### src/rtl/bcd_serial_adder.sv
// -----------------------------------------------------------------------------
// bcd_serial_adder
//
// Purpose:
//   Adds (or optionally subtracts) two DIGITS-digit packed-BCD operands one
//   digit per clock, least-significant digit first, through a single 4-bit
//   decimal-corrected adder slice. Operands come in and results go out over
//   valid/ready handshakes. Only one operation is in flight at a time.
//
// Configuration macro:
//   BCD_SUB_EN - when defined, `sub`=1 selects A - B - cin using 10's
//                complement and `cout` becomes the borrow-out. When
//                undefined, `sub` is ignored and the block always adds.
//
// Parameters:
//   DIGITS     - number of BCD digits per operand (1..16), default 4.
//
// Ports:
//   clk        in   clock, rising edge
//   rst_n      in   asynchronous active-low reset
//   in_valid   in   operands and mode present
//   in_ready   out  block can accept operands (high only in IDLE)
//   a, b       in   packed BCD operands, digit 0 in bits [3:0]
//   cin        in   carry-in (add) / borrow-in (subtract)
//   sub        in   1 = A - B - cin, 0 = A + B + cin
//   out_valid  out  result valid (high only in DONE)
//   out_ready  in   consumer accepts the result
//   sum        out  packed BCD result
//   cout       out  decimal carry-out (add) / borrow-out (subtract)
//   err        out  a captured digit of a or b was greater than 9
//
// Handshake semantics (both ports): a transfer happens on a rising clock edge
// where valid and ready are both 1. in_ready and out_valid are decoded from
// the state register only, so neither has a combinational path from the
// opposite-direction input. The producer holds data stable while valid is
// high; sum/cout/err stay stable for the whole time out_valid is high.
//
// FSM state is held in `state_q` (type state_e) for debug visibility.
// -----------------------------------------------------------------------------
module bcd_serial_adder #(
  parameter int DIGITS = 4
) (
  input  logic                clk,
  input  logic                rst_n,
  input  logic                in_valid,
  output logic                in_ready,
  input  logic [4*DIGITS-1:0] a,
  input  logic [4*DIGITS-1:0] b,
  input  logic                cin,
  input  logic                sub,
  output logic                out_valid,
  input  logic                out_ready,
  output logic [4*DIGITS-1:0] sum,
  output logic                cout,
  output logic                err
);

  localparam int W     = 4 * DIGITS;
  localparam int CNT_W = (DIGITS > 1) ? $clog2(DIGITS) : 1;

  typedef enum logic [1:0] {
    ST_IDLE = 2'd0,
    ST_CALC = 2'd1,
    ST_DONE = 2'd2
  } state_e;

  state_e           state_q, state_d;

  logic [W-1:0]     a_q, a_d;
  logic [W-1:0]     b_q, b_d;
  logic [W-1:0]     sum_q, sum_d;
  logic [CNT_W-1:0] cnt_q, cnt_d;
  logic             carry_q, carry_d;
  logic             cout_q, cout_d;
  logic             err_q, err_d;

  logic             accept;
  logic             last_digit;
  logic             sub_mode_in;

  // Digit slice signals
  logic [3:0]       a_dig;
  logic [3:0]       b_dig;
  logic [3:0]       bd;
  logic [4:0]       raw;
  logic [3:0]       dig_res;
  logic             carry_res;

`ifdef BCD_SUB_EN
  logic             sub_q, sub_d;
  assign sub_mode_in = sub;
`else
  // Subtraction is compiled out; the port stays for pin compatibility.
  logic             unused_sub;
  assign unused_sub  = sub;
  assign sub_mode_in = 1'b0;
`endif

  // Flags any digit of a packed BCD word that lies outside 0..9.
  function automatic logic any_bad_digit(input logic [W-1:0] v);
    logic r;
    r = 1'b0;
    for (int i = 0; i < DIGITS; i++) begin
      if (v[4*i +: 4] > 4'd9) r = 1'b1;
    end
    return r;
  endfunction

  assign accept     = in_valid && (state_q == ST_IDLE);
  assign last_digit = (cnt_q == CNT_W'(DIGITS - 1));

  // ---------------------------------------------------------------------------
  // FSM: state register
  // ---------------------------------------------------------------------------
  always_ff @(posedge clk or negedge rst_n) begin
    if (!rst_n) begin
      state_q <= ST_IDLE;
    end else begin
      state_q <= state_d;
    end
  end

  // ---------------------------------------------------------------------------
  // FSM: next-state logic
  // ---------------------------------------------------------------------------
  always_comb begin
    state_d = state_q;
    case (state_q)
      ST_IDLE: if (in_valid)   state_d = ST_CALC;
      ST_CALC: if (last_digit) state_d = ST_DONE;
      ST_DONE: if (out_ready)  state_d = ST_IDLE;
      default:                 state_d = ST_IDLE;
    endcase
  end

  // ---------------------------------------------------------------------------
  // FSM: outputs (decoded from registered state only)
  // ---------------------------------------------------------------------------
  always_comb begin
    in_ready  = (state_q == ST_IDLE);
    out_valid = (state_q == ST_DONE);
    sum       = sum_q;
    cout      = cout_q;
    err       = err_q;
  end

  // ---------------------------------------------------------------------------
  // Single-digit decimal slice, steered by the digit counter
  // ---------------------------------------------------------------------------
  always_comb begin
    a_dig = a_q[{cnt_q, 2'b00} +: 4];
    b_dig = b_q[{cnt_q, 2'b00} +: 4];
`ifdef BCD_SUB_EN
    // 9's complement of B; wraps mod 16 so invalid digits stay deterministic.
    bd    = sub_q ? (4'd9 - b_dig) : b_dig;
`else
    bd    = b_dig;
`endif
    raw   = {1'b0, a_dig} + {1'b0, bd} + {4'b0000, carry_q};
    if (raw > 5'd9) begin
      // Adding 6 skips the six unused codes; truncation drops the decade.
      dig_res   = raw[3:0] + 4'd6;
      carry_res = 1'b1;
    end else begin
      dig_res   = raw[3:0];
      carry_res = 1'b0;
    end
  end

  // ---------------------------------------------------------------------------
  // Datapath next-state
  // ---------------------------------------------------------------------------
  always_comb begin
    a_d     = a_q;
    b_d     = b_q;
    sum_d   = sum_q;
    cnt_d   = cnt_q;
    carry_d = carry_q;
    cout_d  = cout_q;
    err_d   = err_q;
`ifdef BCD_SUB_EN
    sub_d   = sub_q;
`endif

    if (accept) begin
      a_d     = a;
      b_d     = b;
      sum_d   = '0;
      cnt_d   = '0;
      cout_d  = 1'b0;
      err_d   = any_bad_digit(a) | any_bad_digit(b);
      // 10's complement subtract: A + (9's comp B) + 1, less the borrow-in.
      carry_d = sub_mode_in ? ~cin : cin;
`ifdef BCD_SUB_EN
      sub_d   = sub_mode_in;
`endif
    end else if (state_q == ST_CALC) begin
      sum_d[{cnt_q, 2'b00} +: 4] = dig_res;
      carry_d                    = carry_res;
      cnt_d                      = cnt_q + CNT_W'(1);
      if (last_digit) begin
`ifdef BCD_SUB_EN
        // No carry out of the top digit in subtract mode means a borrow.
        cout_d = sub_q ? ~carry_res : carry_res;
`else
        cout_d = carry_res;
`endif
      end
    end
  end

  // ---------------------------------------------------------------------------
  // Datapath registers
  // ---------------------------------------------------------------------------
  always_ff @(posedge clk or negedge rst_n) begin
    if (!rst_n) begin
      a_q     <= '0;
      b_q     <= '0;
      sum_q   <= '0;
      cnt_q   <= '0;
      carry_q <= 1'b0;
      cout_q  <= 1'b0;
      err_q   <= 1'b0;
`ifdef BCD_SUB_EN
      sub_q   <= 1'b0;
`endif
    end else begin
      a_q     <= a_d;
      b_q     <= b_d;
      sum_q   <= sum_d;
      cnt_q   <= cnt_d;
      carry_q <= carry_d;
      cout_q  <= cout_d;
      err_q   <= err_d;
`ifdef BCD_SUB_EN
      sub_q   <= sub_d;
`endif
    end
  end

endmodule

### config.mk
export PLATFORM = sky130hd
export DESIGN_NAME = bcd_serial_adder
export DESIGN_NICKNAME = d
export VERILOG_FILES = /design/src/rtl/bcd_serial_adder.sv
export SDC_FILE = /design/constraint.sdc
export NUM_CORES = 1
export LEC_CHECK = 0
export ABC_AREA = 1
export CORE_MARGIN = 10
export CORE_UTILIZATION = 55
export CTS_CLUSTER_SIZE = 28
export DETAILED_ROUTE_END_ITERATION = 10
export PLACE_DENSITY = 0.85
export SYNTH_ARGS = -nofsm -noshare
export SYNTH_HDL_FRONTEND = slang
export SYNTH_SLANG_ARGS = --single-unit
### constraint.sdc
create_clock -name clk -period 5.35 [get_ports clk]
set_input_delay 1.07 -clock clk [delete_from_list [all_inputs] [get_ports clk]]
set_output_delay 1.07 -clock clk [all_outputs]
set_load 0.02 [all_outputs]
==> metrics.csv, run 1 <==
metric,value,unit
synth.top_cells.by_area,"dfrtp_1 48%, nand2_1 14%, o21ai_0 6.8%",
setup_tns,0,ns
status,"finished, final reports clean",
synth_cell_type_count,32,
top_layer_used,met4,
hp-class,flip-flop to flip-flop,
cts_tree,yes,
detail_route.first_pass.iterations,6,
most_used_cell_along_the_critical_path,nand2_2,
number_of_violations_of_the_max_capacitance_limit,0,
final-setup-viol-count,0,
global_route_wire_length_before_repair,11200,microns
final_cycle_utilization_of_the_critical_path,73.1,%
postSynthCellCount,356,
drt-wirelength-per-cell,13.8,microns
yosys_register_bits,55,
place_congestion,0.847,
cts-root-buf,clkbuf_8,
final_hold_violating_endpoints,0,
reg2reg_path_depth,16,
slew_headroom,37.0,%
fmaxAchievable,256,MHz
worstPathMaxFanout,27,
path_class,flip-flop to flip-flop,
crit_path_top_delay_cell,dfrtp_1,
routedLengthMet1,2680,microns
ios,58,
clk_transition_reported_paths,0.10,ns
grt_setup_unrepaired,false,
yosys.area.top_type_share,48.1,%
cts_setup_buffers,0,
grt_start_max_net_pins,56,
drt_iter0_markers,199,
clk_latency_worst_skew_pair,0.31,ns
floorplan.die_area,0.00848,sq mm
worstSetupEndpointType,flip-flop,
worst_pin_slew,0.945,ns
ctsHtreeMaxLevel,2,
syn_nets,404,
post_drt_via_cell_ratio,5.26,
std_cell_rows,26,
die_height,92.1,microns
syn-cell-area,0.00286,sq mm
grt_antenna_before_repair,0,
post-route-drc-count,0,
die_w,92.1,microns
num_vias,2515,
worst_hold_path.num_cells,2,
cts-buffers-inserted,5,
final_net_count,455,
clock_tree.buffer_depth,2,
critical_path.cell_chain,"inv_2, o21ai_0, o22ai_1, fa_1, fa_1, inv_1, ha_1, inv_1, nor2_1, a21oi_1, nand2_2, nand2_2, nand2_1, nand2_2, nand4_1, nand2_1",
most_frequent_standard_cell_in_the_layout_excluding_fill_and_tap_cells,nand2_1,
port-buffer-count,56,
wirelength,6620,microns
ctsResizeCount,0,
synth.yosys.warnings,0,
design.core.area,0.00507,sq mm
critical_path_arrival,4.16,ns
cts_hold_buffers,0,
postRouteAntennaNets,0,
dp.final_hpwl,4890,microns
hold_ws,0.486,ns
critPathRequiredTime,5.60,ns
critical-path-max-stage-delay,0.97,ns
synth.avg_cell_area,8.03,sq um
syn2layout_area_growth,24.9,%
min_tclk_post_route,3.91,ns
met2WireLength,3450,microns
cts_num_sinks,55,
fillers,447,
vias_in_the_first_global_route,2507,
synth_top_cell_by_area,dfrtp_1,
detailed_routed_wire_length_on_met3,381,microns
finalMaxSlewViolations,0,
drive_gt1_share,8.82,%
grt.total_usage,15.5,%
finClkSkew,0.0171,ns
global_route.overflow_total,0,
worst_setup_path_start_kind,flip-flop,
initial_core_util,56.3,%
mostFrequentLayoutCells,"103 x nand2_1, 55 x dfrtp_1, 55 x clkdlybuf4s50_1",
seq_area_frac_synth,48.1,%
antennaDiodeCount,0,
-- Yosys cell counts --
cell      number
nor3_1         2
nand3b_1       1
nand2_4        1
nand2_1      103
o21ai_1        7
inv_2          8
o31ai_2        1
nor2_2         1
nand4_1        6
clkbuf_1       6
ha_1           8
nor2_1        21
o31ai_1        1
o21ai_0       39
a21oi_2        1
dfrtp_1       55
o21bai_1       2
a22o_1         1
inv_1         33
nor3_4         1
nand2_2        8
fa_1           2
clkinv_1       1
buf_2          7
o22ai_1        6
nor4_4         1
a21oi_1        9
inv_4          1
nor3_2         1
nor2_4         1
nand3_1       20
o21ai_2        1
-- area by class of cell --
cell class              instances  area (sq um)  share of cell area (%)
flip-flops and latches         55          1380                    38.6
multi-input cells             245          1260                    35.3
repair buffers                 57           563                    15.8
inverters                      43           164                    4.59
well taps                      70          87.6                    2.45
clock buffers                   6          82.6                    2.31
clock inverters                 2          35.0                   0.981
-- worst paths after layout --
| kind | startpoint | endpoint | slack, ns |
|---|---|---|---|
| hold reg to reg | sum[3] | sum[3] | 0.49 |
| hold / removal | sum[3] | sum[3] | 0.49 |
| setup / recovery | cnt_q[0] | sum[14] | 1.44 |
| min in group asynchronous | rst_n | a_q[0] | 0.88 |
| max in group asynchronous | rst_n | b_q[12] | 4.03 |
| setup reg to reg | cnt_q[0] | sum[14] | 1.44 |
-- through the flow --
stage | utilization (%) | worst slack [ns] | instance area (sq um) | instances
after floorplan | - | 2.40 | 2860 | 356
after global placement | 68.0 | 1.61 | 3450 | 470
after detailed placement | 68.0 | 1.52 | 3450 | 470
after CTS | 70.3 | 1.48 | 3570 | 478
after global routing | 70.3 | 1.04 | 3570 | 478
final | 70.3 | 1.44 | 3570 | 478
-- registers in the layout, indices dropped and copies added (netlist names) --
| name | count |
|---|---|
| state_q | 2 |
| a_q | 16 |
| b_q | 16 |
| sum | 16 |
| err | 1 |
| cnt_q | 2 |
| cout | 1 |
| carry_q | 1 |
-- cell families (layout without fill, tap and decap cells) --
kind of cell	Yosys count	after routing	synth area share, %
adder cells (fa/ha/maj)	10	10	4.90
buffers and inverters	56	108	7.75
flip-flops	55	55	48.1
AO/OA/AOI/OAI	68	68	13.1
AND/OR/NAND/NOR	167	167	26.1
-- routing by layer --
metal	vias to the layer above	track usage (%)
met5	-	0
met4	0	5.01
met3	12	4.16
met2	75	27.9
met1	1184	17.3
li1	1244	-
-- critical path: cells and delay by family (launching register included) --
kind	cells	cell delay [ns]
buffers and inverters	3	0.51
AND/OR/NAND/NOR	7	0.62
AO/OA/AOI/OAI	3	0.54
flip-flops	1	0.97
adder cells (fa/ha/maj)	3	1.21
Power of run 1 is left out: the tool's default activity adds up to more than one toggle a clock period on the data nets, which glitch-free logic cannot reach.
==> run 2, diff against run 1 <==
--- a/config.mk
+++ b/config.mk
@@ -7,10 +7,10 @@
 export LEC_CHECK = 0
 export ABC_AREA = 1
 export CORE_MARGIN = 10
-export CORE_UTILIZATION = 55
+export CORE_UTILIZATION = 51
 export CTS_CLUSTER_SIZE = 28
 export DETAILED_ROUTE_END_ITERATION = 10
-export PLACE_DENSITY = 0.85
+export PLACE_DENSITY = 0.79
 export SYNTH_ARGS = -nofsm -noshare
 export SYNTH_HDL_FRONTEND = slang
 export SYNTH_SLANG_ARGS = --single-unit
==> constraint.sdc (replaced) <==
create_clock -name clk -period 3.9 [get_ports clk]
set_input_delay 0.78 -clock clk [delete_from_list [all_inputs] [get_ports clk]]
set_output_delay 0.78 -clock clk [all_outputs]
set_load 0.02 [all_outputs]
==> metrics.csv, run 2 (same netlist as run 1, synthesis figures left out) <==
metric,value,unit,change
std_cell_rows,27,,+3.8%
die_w,94.9,microns,+3.0%
antennaDiodeCount,0,,unchanged
fin_ws,0.808,ns,-0.630 ns
fillers,492,,+10%
cts_tree,yes,,
drt-wirelength-per-cell,13.3,microns,-4.1%
cts_setup_buffers,0,,unchanged
cts_hold_buffers,0,,unchanged
grt_start_max_net_pins,43,,-23%
post_drt_via_cell_ratio,5.11,,-2.8%
ios,58,,unchanged
slew_headroom,60.1,%,+23 points
clk_latency_worst_skew_pair,0.31,ns,about the same
post-route-drc-count,0,,unchanged
vias_in_the_first_global_route,2426,,-3.2%
final_net_count,459,,+0.88%
worst_setup_path_start_kind,flip-flop,,
cts_num_sinks,55,,unchanged
drive_gt1_share,9.22,%,+0.40 points
final-setup-viol-count,0,,unchanged
critical_path.reg2reg.startpoint,cnt_q[0],,
floorplan.die_area,0.00900,sq mm,+6.1%
critical-path-max-stage-delay,0.56,ns,-0.41 ns
cts-buffers-inserted,5,,unchanged
final_cycle_utilization_of_the_critical_path,79.3,%,+6.2 points
global_route.overflow_total,0,,unchanged
port-buffer-count,56,,unchanged
mostFrequentLayoutCells,"103 x nand2_1, 55 x dfrtp_1, 55 x clkdlybuf4s50_1",,
initial_core_util,52.2,%,-4.1 points
ctsResizeCount,0,,unchanged
critPathRequiredTime,4.11,ns,-1.49 ns
worst_pin_slew,0.599,ns,-0.347 ns
design.core.area,0.00547,sq mm,+7.8%
drt_iter0_markers,138,,-31%
worstSetupEndpointType,flip-flop,,
hp-class,primary input to async pin,,
status,"finished, final reports clean",,
most_frequent_standard_cell_in_the_layout_excluding_fill_and_tap_cells,nand2_1,,
wirelength,6430,microns,-2.9%
number_of_violations_of_the_max_capacitance_limit,0,,unchanged
cts-root-buf,clkbuf_8,,
num_vias,2475,,-1.6%
final_hold_violating_endpoints,0,,unchanged
r2r_end,sum[15],,
global_route_wire_length_before_repair,10700,microns,-4.0%
critical_path_arrival,3.30,ns,-0.86 ns
grt_antenna_before_repair,0,,unchanged
crit_path_top_delay_cell,fa_1,,
syn2layout_area_growth,24.7,%,
clock_tree.buffer_depth,2,,unchanged
detail_route.first_pass.iterations,4,,-2
die_height,94.9,microns,+3.0%
place_congestion,0.809,,-4.5%
dp.final_hpwl,5040,microns,+3.0%
setup.reg_to_reg.worst_slack,0.81,ns,-0.63 ns
min_tclk_post_route,3.09,ns,-0.820 ns
grt.total_usage,14.7,%,-0.79 points
hold_ws,0.456,ns,-0.0303 ns
setup_tns,0,ns,unchanged
reg2reg_path_depth,15,,-1
critical_path.cell_chain,"buf_4, o21ai_0, o22ai_1, fa_1, fa_1, inv_1, ha_1, inv_1, nor2_1, a21oi_1, nand2_2, nand2_2, nand2_1, nand4_1, o21bai_1",,
finalMaxSlewViolations,0,,unchanged
path_class,flip-flop to flip-flop,,
worstPathMaxFanout,17,,-37%
finClkSkew,0.00834,ns,-0.00876 ns
ctsHtreeMaxLevel,2,,unchanged
fmaxAchievable,323,MHz,+27%
final_core_occ,65.2,%,-5.2 points
grt_setup_unrepaired,false,,
postRouteAntennaNets,0,,unchanged
clk_transition_reported_paths,0.10,ns,about the same
placement_setup_slack,0.846,ns,-0.675 ns
[run 2: worst max-delay path: cells and delay by family, from the launching register on]
family	cells	cell delay, ns
buffers and inverters	3	0.38
and+or+nand+nor	5	0.47
DFF	1	0.41
AOI/OAI and AO/OA	4	0.52
adders and majority gates	3	1.19
[run 2: area by class of cell]
type | instances | area, sq um | area share (%)
inverters | 43 | 164 | 4.60
flip-flops and latches | 55 | 1380 | 38.6
clock inverters | 1 | 5.00 | 0.140
clock buffers | 7 | 76.3 | 2.14
repair buffers | 61 | 593 | 16.6
multi-input cells | 245 | 1260 | 35.4
well taps | 72 | 90.1 | 2.53
[run 2: metal layers]
metal | up-vias | track usage [%] | part of all wire [%]
li1 | 1259 | - | -
met1 | 1137 | 17.2 | 43
met2 | 71 | 25.3 | 49
met3 | 8 | 4.36 | 7.1
met4 | 0 | 4.49 | 0.93
met5 | - | 0 | 0
[run 2: worst max-delay path by stage]
| stage | from | endpoint | slack [ns] | cells past startpoint |
|---|---|---|---|---|
| finish | cnt_q[0] | sum[15] | 0.81 | 15 |
| global route | cnt_q[0] | sum[14] | 0.56 | 16 |
| CTS | cnt_q[0] | sum[13] | 0.82 | 16 |
| detailed placement | cnt_q[0] | sum[15] | 0.85 | 15 |
| global placement | cnt_q[0] | sum[15] | 0.93 | 15 |
| floorplan | cnt_q[0] | sum[15] | 0.95 | 16 |
[run 2: per-stage QoR]
stage,std cells,instance area (sq um)
finish,484,3570
global route,484,3570
CTS,484,3570
detailed placement,476,3480
global placement,476,3480
floorplan,356,2860
Power of run 2 is left out for the same reason.
